### config.mk
export PLATFORM = sky130hd
export DESIGN_NAME = seq_alu
export DESIGN_NICKNAME = d
export VERILOG_FILES = /design/src/rtl/seq_alu_pkg.sv /design/src/rtl/seq_alu_muldiv.sv /design/src/rtl/seq_alu.sv
export SDC_FILE = /design/constraint.sdc
export NUM_CORES = 1
export LEC_CHECK = 0
export CORE_MARGIN = 10
export CORE_UTILIZATION = 57
export CTS_CLUSTER_SIZE = 25
export DETAILED_ROUTE_END_ITERATION = 10
export PLACE_DENSITY = 0.93
export SLEW_MARGIN = 20
export SYNTH_ARGS = -nofsm -noshare
export SYNTH_HDL_FRONTEND = slang
export SYNTH_HIERARCHICAL = 1
export SYNTH_SLANG_ARGS = --single-unit
### constraint.sdc
create_clock -name clk -period 3.5 [get_ports clk]
set_clock_uncertainty 0.05 [all_clocks]
set_input_delay 0.7 -clock clk [delete_from_list [all_inputs] [get_ports clk]]
set_output_delay 0.7 -clock clk [all_outputs]
set_load 0.01 [all_outputs]
### src/rtl/seq_alu_pkg.sv
// seq_alu shared types: opcodes, flag bit positions, FSM states.
// SEQ_ALU_DIV_EN selects whether DIV is an iterative op or illegal.
package seq_alu_pkg;

  typedef enum logic [3:0] {
    OP_ADD = 4'd0,
    OP_SUB = 4'd1,
    OP_MUL = 4'd2,
    OP_DIV = 4'd3,
    OP_AND = 4'd4,
    OP_OR  = 4'd5,
    OP_XOR = 4'd6,
    OP_CMP = 4'd7
  } op_e;

  localparam int NFLAGS = 6;
  localparam int FL_Z   = 0;
  localparam int FL_C   = 1;
  localparam int FL_N   = 2;
  localparam int FL_V   = 3;
  localparam int FL_DZ  = 4;
  localparam int FL_ILL = 5;

  typedef enum logic [1:0] {
    S_IDLE,
    S_EXEC,
    S_ITER,
    S_DONE
  } state_t;

  function automatic logic is_iter(input logic [3:0] op);
`ifdef SEQ_ALU_DIV_EN
    return (op == OP_MUL) || (op == OP_DIV);
`else
    return (op == OP_MUL);
`endif
  endfunction

endpackage

### src/rtl/seq_alu_muldiv.sv
// Iterative shift-add multiplier / restoring divider, one bit per cycle.
// Divider datapath exists only when SEQ_ALU_DIV_EN is defined.
module seq_alu_muldiv
  import seq_alu_pkg::*;
#(
  parameter int WIDTH  = 8,
  parameter int CYCLES = WIDTH
) (
  input  logic             clk,
  input  logic             rst_n,
  input  logic             start,
  input  logic             op,
  input  logic [WIDTH-1:0] a,
  input  logic [WIDTH-1:0] b,
  output logic             busy,
  output logic             done,
  output logic [WIDTH-1:0] lo,
  output logic [WIDTH-1:0] hi
);

  localparam int CW = $clog2(CYCLES + 1);

  logic [CW-1:0]    cnt_q, cnt_d;
  logic             busy_q, busy_d;
  logic             done_q, done_d;
  logic [WIDTH-1:0] lo_q, lo_d;
  logic [WIDTH-1:0] hi_q, hi_d;
  logic [WIDTH-1:0] b_q, b_d;
  logic [WIDTH:0]   sum;

`ifdef SEQ_ALU_DIV_EN
  logic           op_q, op_d;
  logic [WIDTH:0] shf;
  logic [WIDTH:0] sub;
`else
  logic unused_op;
  assign unused_op = op;
`endif

  assign busy = busy_q;
  assign done = done_q;
  assign lo   = lo_q;
  assign hi   = hi_q;

  always_comb begin
    cnt_d  = cnt_q;
    busy_d = busy_q;
    done_d = 1'b0;
    lo_d   = lo_q;
    hi_d   = hi_q;
    b_d    = b_q;
    sum    = {1'b0, hi_q} + (lo_q[0] ? {1'b0, b_q} : '0);
`ifdef SEQ_ALU_DIV_EN
    op_d = op_q;
    shf  = {hi_q, lo_q[WIDTH-1]};
    sub  = shf - {1'b0, b_q};
`endif
    if (start) begin
      cnt_d  = CW'(CYCLES);
      busy_d = 1'b1;
      lo_d   = a;
      hi_d   = '0;
      b_d    = b;
`ifdef SEQ_ALU_DIV_EN
      op_d = op;
`endif
    end else if (busy_q) begin
      cnt_d = cnt_q - 1'b1;
      if (cnt_q == CW'(1)) begin
        busy_d = 1'b0;
        done_d = 1'b1;
      end
      hi_d = sum[WIDTH:1];
      lo_d = {sum[0], lo_q[WIDTH-1:1]};
`ifdef SEQ_ALU_DIV_EN
      // Borrow in sub[WIDTH] means the trial subtract failed: restore.
      if (op_q) begin
        hi_d = sub[WIDTH] ? shf[WIDTH-1:0] : sub[WIDTH-1:0];
        lo_d = {lo_q[WIDTH-2:0], ~sub[WIDTH]};
      end
`endif
    end
  end

  always_ff @(posedge clk or negedge rst_n) begin
    if (!rst_n) begin
      cnt_q  <= '0;
      busy_q <= 1'b0;
      done_q <= 1'b0;
      lo_q   <= '0;
      hi_q   <= '0;
      b_q    <= '0;
`ifdef SEQ_ALU_DIV_EN
      op_q <= 1'b0;
`endif
    end else begin
      cnt_q  <= cnt_d;
      busy_q <= busy_d;
      done_q <= done_d;
      lo_q   <= lo_d;
      hi_q   <= hi_d;
      b_q    <= b_d;
`ifdef SEQ_ALU_DIV_EN
      op_q <= op_d;
`endif
    end
  end

endmodule

### src/rtl/seq_alu.sv
// Sequential ALU: 1-cycle logic/arith ops, iterative MUL (and DIV when
// SEQ_ALU_DIV_EN is defined), valid/ready handshakes on both sides.
module seq_alu
  import seq_alu_pkg::*;
#(
  parameter int WIDTH          = 8,
  parameter int MUL_DIV_CYCLES = WIDTH
) (
  input  logic              clk,
  input  logic              rst_n,
  input  logic              in_valid,
  output logic              in_ready,
  input  logic [3:0]        opr,
  input  logic [WIDTH-1:0]  a_data,
  input  logic [WIDTH-1:0]  b_data,
  input  logic [WIDTH-1:0]  imm_data,
  input  logic              imm_en,
  output logic              out_valid,
  input  logic              out_ready,
  output logic [WIDTH-1:0]  out_data,
  output logic [WIDTH-1:0]  out_hi,
  output logic [NFLAGS-1:0] flags
);

  state_t             state_q, state_d;
  logic [3:0]         op_q;
  logic [WIDTH-1:0]   a_q, b_q, b_sel;
  logic [WIDTH-1:0]   dat_q, dat_d;
  logic [WIDTH-1:0]   hi_q, hi_d;
  logic [NFLAGS-1:0]  fl_q, fl_d;
  logic               accept, md_start, md_op;
  logic               md_busy, md_done;
  logic [WIDTH-1:0]   md_lo, md_hi;
  logic [WIDTH:0]     sum, dif;
  logic [WIDTH-1:0]   res;
  logic               ill;

  assign in_ready  = (state_q == S_IDLE);
  assign out_valid = (state_q == S_DONE);
  assign out_data  = dat_q;
  assign out_hi    = hi_q;
  assign flags     = fl_q;
  assign b_sel     = imm_en ? imm_data : b_data;
  assign accept    = in_valid && in_ready;
  assign md_start  = accept && is_iter(opr);
`ifdef SEQ_ALU_DIV_EN
  assign md_op = (opr == OP_DIV);
`else
  assign md_op = 1'b0;
`endif

  seq_alu_muldiv #(
    .WIDTH  (WIDTH),
    .CYCLES (MUL_DIV_CYCLES)
  ) u_muldiv (
    .clk   (clk),
    .rst_n (rst_n),
    .start (md_start),
    .op    (md_op),
    .a     (a_data),
    .b     (b_sel),
    .busy  (md_busy),
    .done  (md_done),
    .lo    (md_lo),
    .hi    (md_hi)
  );

  always_comb begin
    state_d = state_q;
    dat_d   = dat_q;
    hi_d    = hi_q;
    fl_d    = fl_q;
    sum     = {1'b0, a_q} + {1'b0, b_q};
    dif     = {1'b0, a_q} - {1'b0, b_q};
    res     = '0;
    ill     = 1'b0;
    unique case (state_q)
      S_IDLE: begin
        if (accept)
          state_d = is_iter(opr) ? S_ITER : S_EXEC;
      end
      S_EXEC: begin
        state_d = S_DONE;
        hi_d    = '0;
        fl_d    = '0;
        unique case (1'b1)
          (op_q == OP_ADD): begin
            res        = sum[WIDTH-1:0];
            fl_d[FL_C] = sum[WIDTH];
            fl_d[FL_V] = (a_q[WIDTH-1] == b_q[WIDTH-1]) &&
                         (res[WIDTH-1] != a_q[WIDTH-1]);
          end
          (op_q == OP_SUB),
          (op_q == OP_CMP): begin
            res        = dif[WIDTH-1:0];
            fl_d[FL_C] = dif[WIDTH];
            fl_d[FL_V] = (a_q[WIDTH-1] != b_q[WIDTH-1]) &&
                         (res[WIDTH-1] != a_q[WIDTH-1]);
          end
          (op_q == OP_AND): res = a_q & b_q;
          (op_q == OP_OR):  res = a_q | b_q;
          (op_q == OP_XOR): res = a_q ^ b_q;
          default:          ill = 1'b1;
        endcase
        if (ill) begin
          dat_d        = '0;
          fl_d         = '0;
          fl_d[FL_ILL] = 1'b1;
        end else begin
          dat_d      = (op_q == OP_CMP) ? a_q : res;
          fl_d[FL_N] = res[WIDTH-1];
          fl_d[FL_Z] = ~|res;
        end
      end
      S_ITER: begin
        if (md_done && !md_busy) begin
          state_d    = S_DONE;
          dat_d      = md_lo;
          hi_d       = md_hi;
          fl_d       = '0;
          fl_d[FL_N] = md_lo[WIDTH-1];
          fl_d[FL_Z] = ~|md_lo;
          if (op_q == OP_MUL)
            fl_d[FL_C] = |md_hi;
`ifdef SEQ_ALU_DIV_EN
          else
            fl_d[FL_DZ] = ~|b_q;
`endif
        end
      end
      S_DONE: begin
        if (out_ready)
          state_d = S_IDLE;
      end
    endcase
  end

  always_ff @(posedge clk or negedge rst_n) begin
    if (!rst_n) begin
      state_q <= S_IDLE;
      op_q    <= '0;
      a_q     <= '0;
      b_q     <= '0;
      dat_q   <= '0;
      hi_q    <= '0;
      fl_q    <= '0;
    end else begin
      state_q <= state_d;
      dat_q   <= dat_d;
      hi_q    <= hi_d;
      fl_q    <= fl_d;
      if (accept) begin
        op_q <= opr;
        a_q  <= a_data;
        b_q  <= b_sel;
      end
    end
  end

endmodule

==> flow_summary_export.csv <==
group,metric,value,unit
status,outcome,"finished, final reports clean",
floorplan,start_util,0.586,
worst_hold_path,min_to,"out_data[2]",
final_layout,final_common_cell,"dfrtp_1",
synth,synth_edf_count,0,
place,place_congestion,0.992,
final_layout,insertedDiodeCount,0,
floorplan,die_w,115,um
grt,grt_pass1_wl,22700,um
grt,grt.total_usage,0.210,
sta,rsz0062_at_grt,"false",
clock_tree,holdBufCountCts,0,
final_layout,area_delta_synth_final,15.7,%
worst_hold_path,hp-start,"out_data[2]",
final_layout,final_cells,726,
critical_path,crit_arrival,3.21,ns
final_layout,nFillCells,680,
synth,synthTopCellsByArea,"dfrtp_1, ha_1, mux2_2",
floorplan,dieHeight,115,um
route,route.vias.total,4603,
clock_tree,clock_path_buffers,2,
place,placed_cells,710,
final_layout,drive_above_1_share,0.123,
clock_tree,cts_tree,"done",
synth,avgSynthCellArea,9.08,um^2
critical_path,cp_max_fo,13,
critical_path,rrSetupSlack,0.50,ns
critical_path,timing.rr.end,"flags[0]",
pwr,ir_worst_vdd,0.332,mV
final_layout,regArea,1830,um^2
synth,ys_seq_elements,73,
grt,antenna_found_initial,0,
clock_tree,cts.htree.levels,3,
floorplan,ios,57,
clock_tree,clock-sinks,73,
run,drv_cap,0,
synth,synth_warnings,6,
critical_path,end_kind,"flop",
pwr,leakage,2.57,nW
final_layout,multiInputGateArea,3020,um^2
worst_hold_path,min_path_cells,2,
critical_path,crit_path_start_kind,"flop",
sta,slew_headroom,0.388,
clock_tree,clkSlewWorstSetupHoldPaths,0.09,ns
synth,yosysSeqAreaShare,0.356,
route,drc_errors,0,
grt,globalRouteOverflowTotal,0,
synth,synth.largest_area_cell,"dfrtp_1",
sta,final.period_utilization,0.857,
clock_tree,cts_buffers,9,
route,drt_wl_total,14200,um
synth,synth_top_area_share,0.356,
route,ant_nets,0,
place,dp_hpwl,10600,um
sta,tightest_slew,0.918,ns
route,viasPerCell,6.34,
grt,grt_max_degree,74,
critical_path,crit_type,"reg -> reg",
clock_tree,root_buffer,"clkbuf_8",
route,wire_per_inst,19.5,um
sta,finalMaxSlewViolations,0,
route,drt_pass1_iterations,6,
sta,finalHoldViolations,0,
place,port_buffers,55,
pwr,power.density,1040,nW/um^2
grt,grt_pass1_vias,4525,
route,initialDrtViolationCount,483,
critical_path,worstPathRequired,3.71,ns
clock_tree,post_cts_buffers,0,
synth,ys_types,70,
critical_path,r2r_cells,8,
sta,clock.fmax,334,MHz
clock_tree,clkLatencyLatePin,0.35,ns
floorplan,dieArea,13200,um^2
floorplan,design.core.area,8760,um^2
final_layout,mostFrequentLayoutCells,"dfrtp_1, nand2_1, clkdlybuf4s50_1, nor2_1, ha_1",
sta,setup_violations,0,
synth,ys_async_sr_fraction,1.00,
worst_hold_path,min_path_type,"reg -> reg",
synth,syn-num-nets,638,
final_layout,finalNetCount,686,
sta,timing.setup.tns,0,ns
floorplan,rows,34,
sta,period_needed,3.00,ns
synth,ys.flop_type,"dfrtp_1",
clock_tree,post_cts_resize_count,0,
critical_path,r2r-start,"a_q[4]",
synth,syn-cell-area,5130,um^2
synth,syn-instance-count,565,
==> where the power goes <==
group	total, mW	leakage (nW)	switching, mW	internal, mW
logic	3.85	1.59	2.20	1.65
clock network	0.599	0.0827	0.340	0.259
registers	1.70	0.896	0.462	1.24
==> worst max path at each step <==
stage                     startpoint        to  cells past startpoint
final                         a_q[4]  flags[0]                      8
after global routing          a_q[4]  flags[0]                      8
after CTS                     a_q[4]  flags[0]                      8
after detailed placement      a_q[4]  flags[0]                      8
after global placement       op_q[1]  flags[0]                      7
after floorplan               a_q[3]  flags[0]                      9
==> cells by family (layout without fill, tap and decap cells) <==
family | Yosys count | count (layout) | share of synthesized area
compound gates | 154 | 154 | 0.206
xor+xnor | 9 | 9 | 0.0154
fa+ha+maj | 40 | 40 | 0.102
flops | 73 | 73 | 0.356
buf+inv | 66 | 119 | 0.0561
simple gates | 179 | 179 | 0.173
mux | 43 | 43 | 0.0914
other cells | 1 | 1 | 0.000731
==> metrics by stage <==
stage                     setup WS [ns]  area (um^2)  total power [mW]  hold WS [ns]   util
after floorplan                   0.919         5130              4.35         0.354      -
after global placement            0.684         5770              5.32         0.414  0.658
after detailed placement          0.582         5770              5.45         0.422  0.658
after CTS                         0.543         5940              6.08         0.438  0.678
after global routing              0.341         5940              6.62         0.455  0.678
final                             0.502         5940              6.15         0.429  0.678
==> cells in the mapped netlist, drive strengths merged, types with 10 or more instances <==
cell type / count
dfrtp: 73
mux2: 31
o211ai: 10
ha: 37
nand2b: 12
nor2: 41
nand2: 58
a211oi: 12
buf: 17
mux2i: 12
and2: 11
a21oi: 37
inv: 33
o21ai: 37
clkbuf: 16
==> state kept, by name, indices dropped and copies added (netlist names) <==
register and count:
op_q 4, a_q 8, state_q 2, u_muldiv/busy 1, u_muldiv/cnt_q 4, out_hi 8
flags 5, out_data 8, u_muldiv/b_q 8, b_q 8, u_muldiv/done 1, u_muldiv/lo 8
u_muldiv/hi 8
==> critical path, stage by stage, from the launching register on <==
cell	delay, ns
dfrtp_1	0.42
inv_1	0.07
ha_1	0.52
nor3_1	0.13
a2111oi_2	0.58
o211a_1	0.23
o211ai_1	0.12
or4_1	0.57
o31ai_2	0.23
==> layer usage <==
layer  global-route usage  routed length (um)  vias to the layer above
met5                    0                   0                        -
met3               0.0417                1120                       50
met2                0.324                6320                      228
li1                     -                   -                     2127
met4               0.0990                 609                        0
met1                0.277                6130                     2198
==> layout make-up <==
class / count / share of cell area
well taps: 108 / 0.0228
multi-input cells: 426 / 0.509
clock buffers: 10 / 0.0215
clock inverters: 6 / 0.00716
repair buffers: 70 / 0.111
inverters: 33 / 0.0209
flip-flops and latches: 73 / 0.308
(Power assumes the default switching activity.)
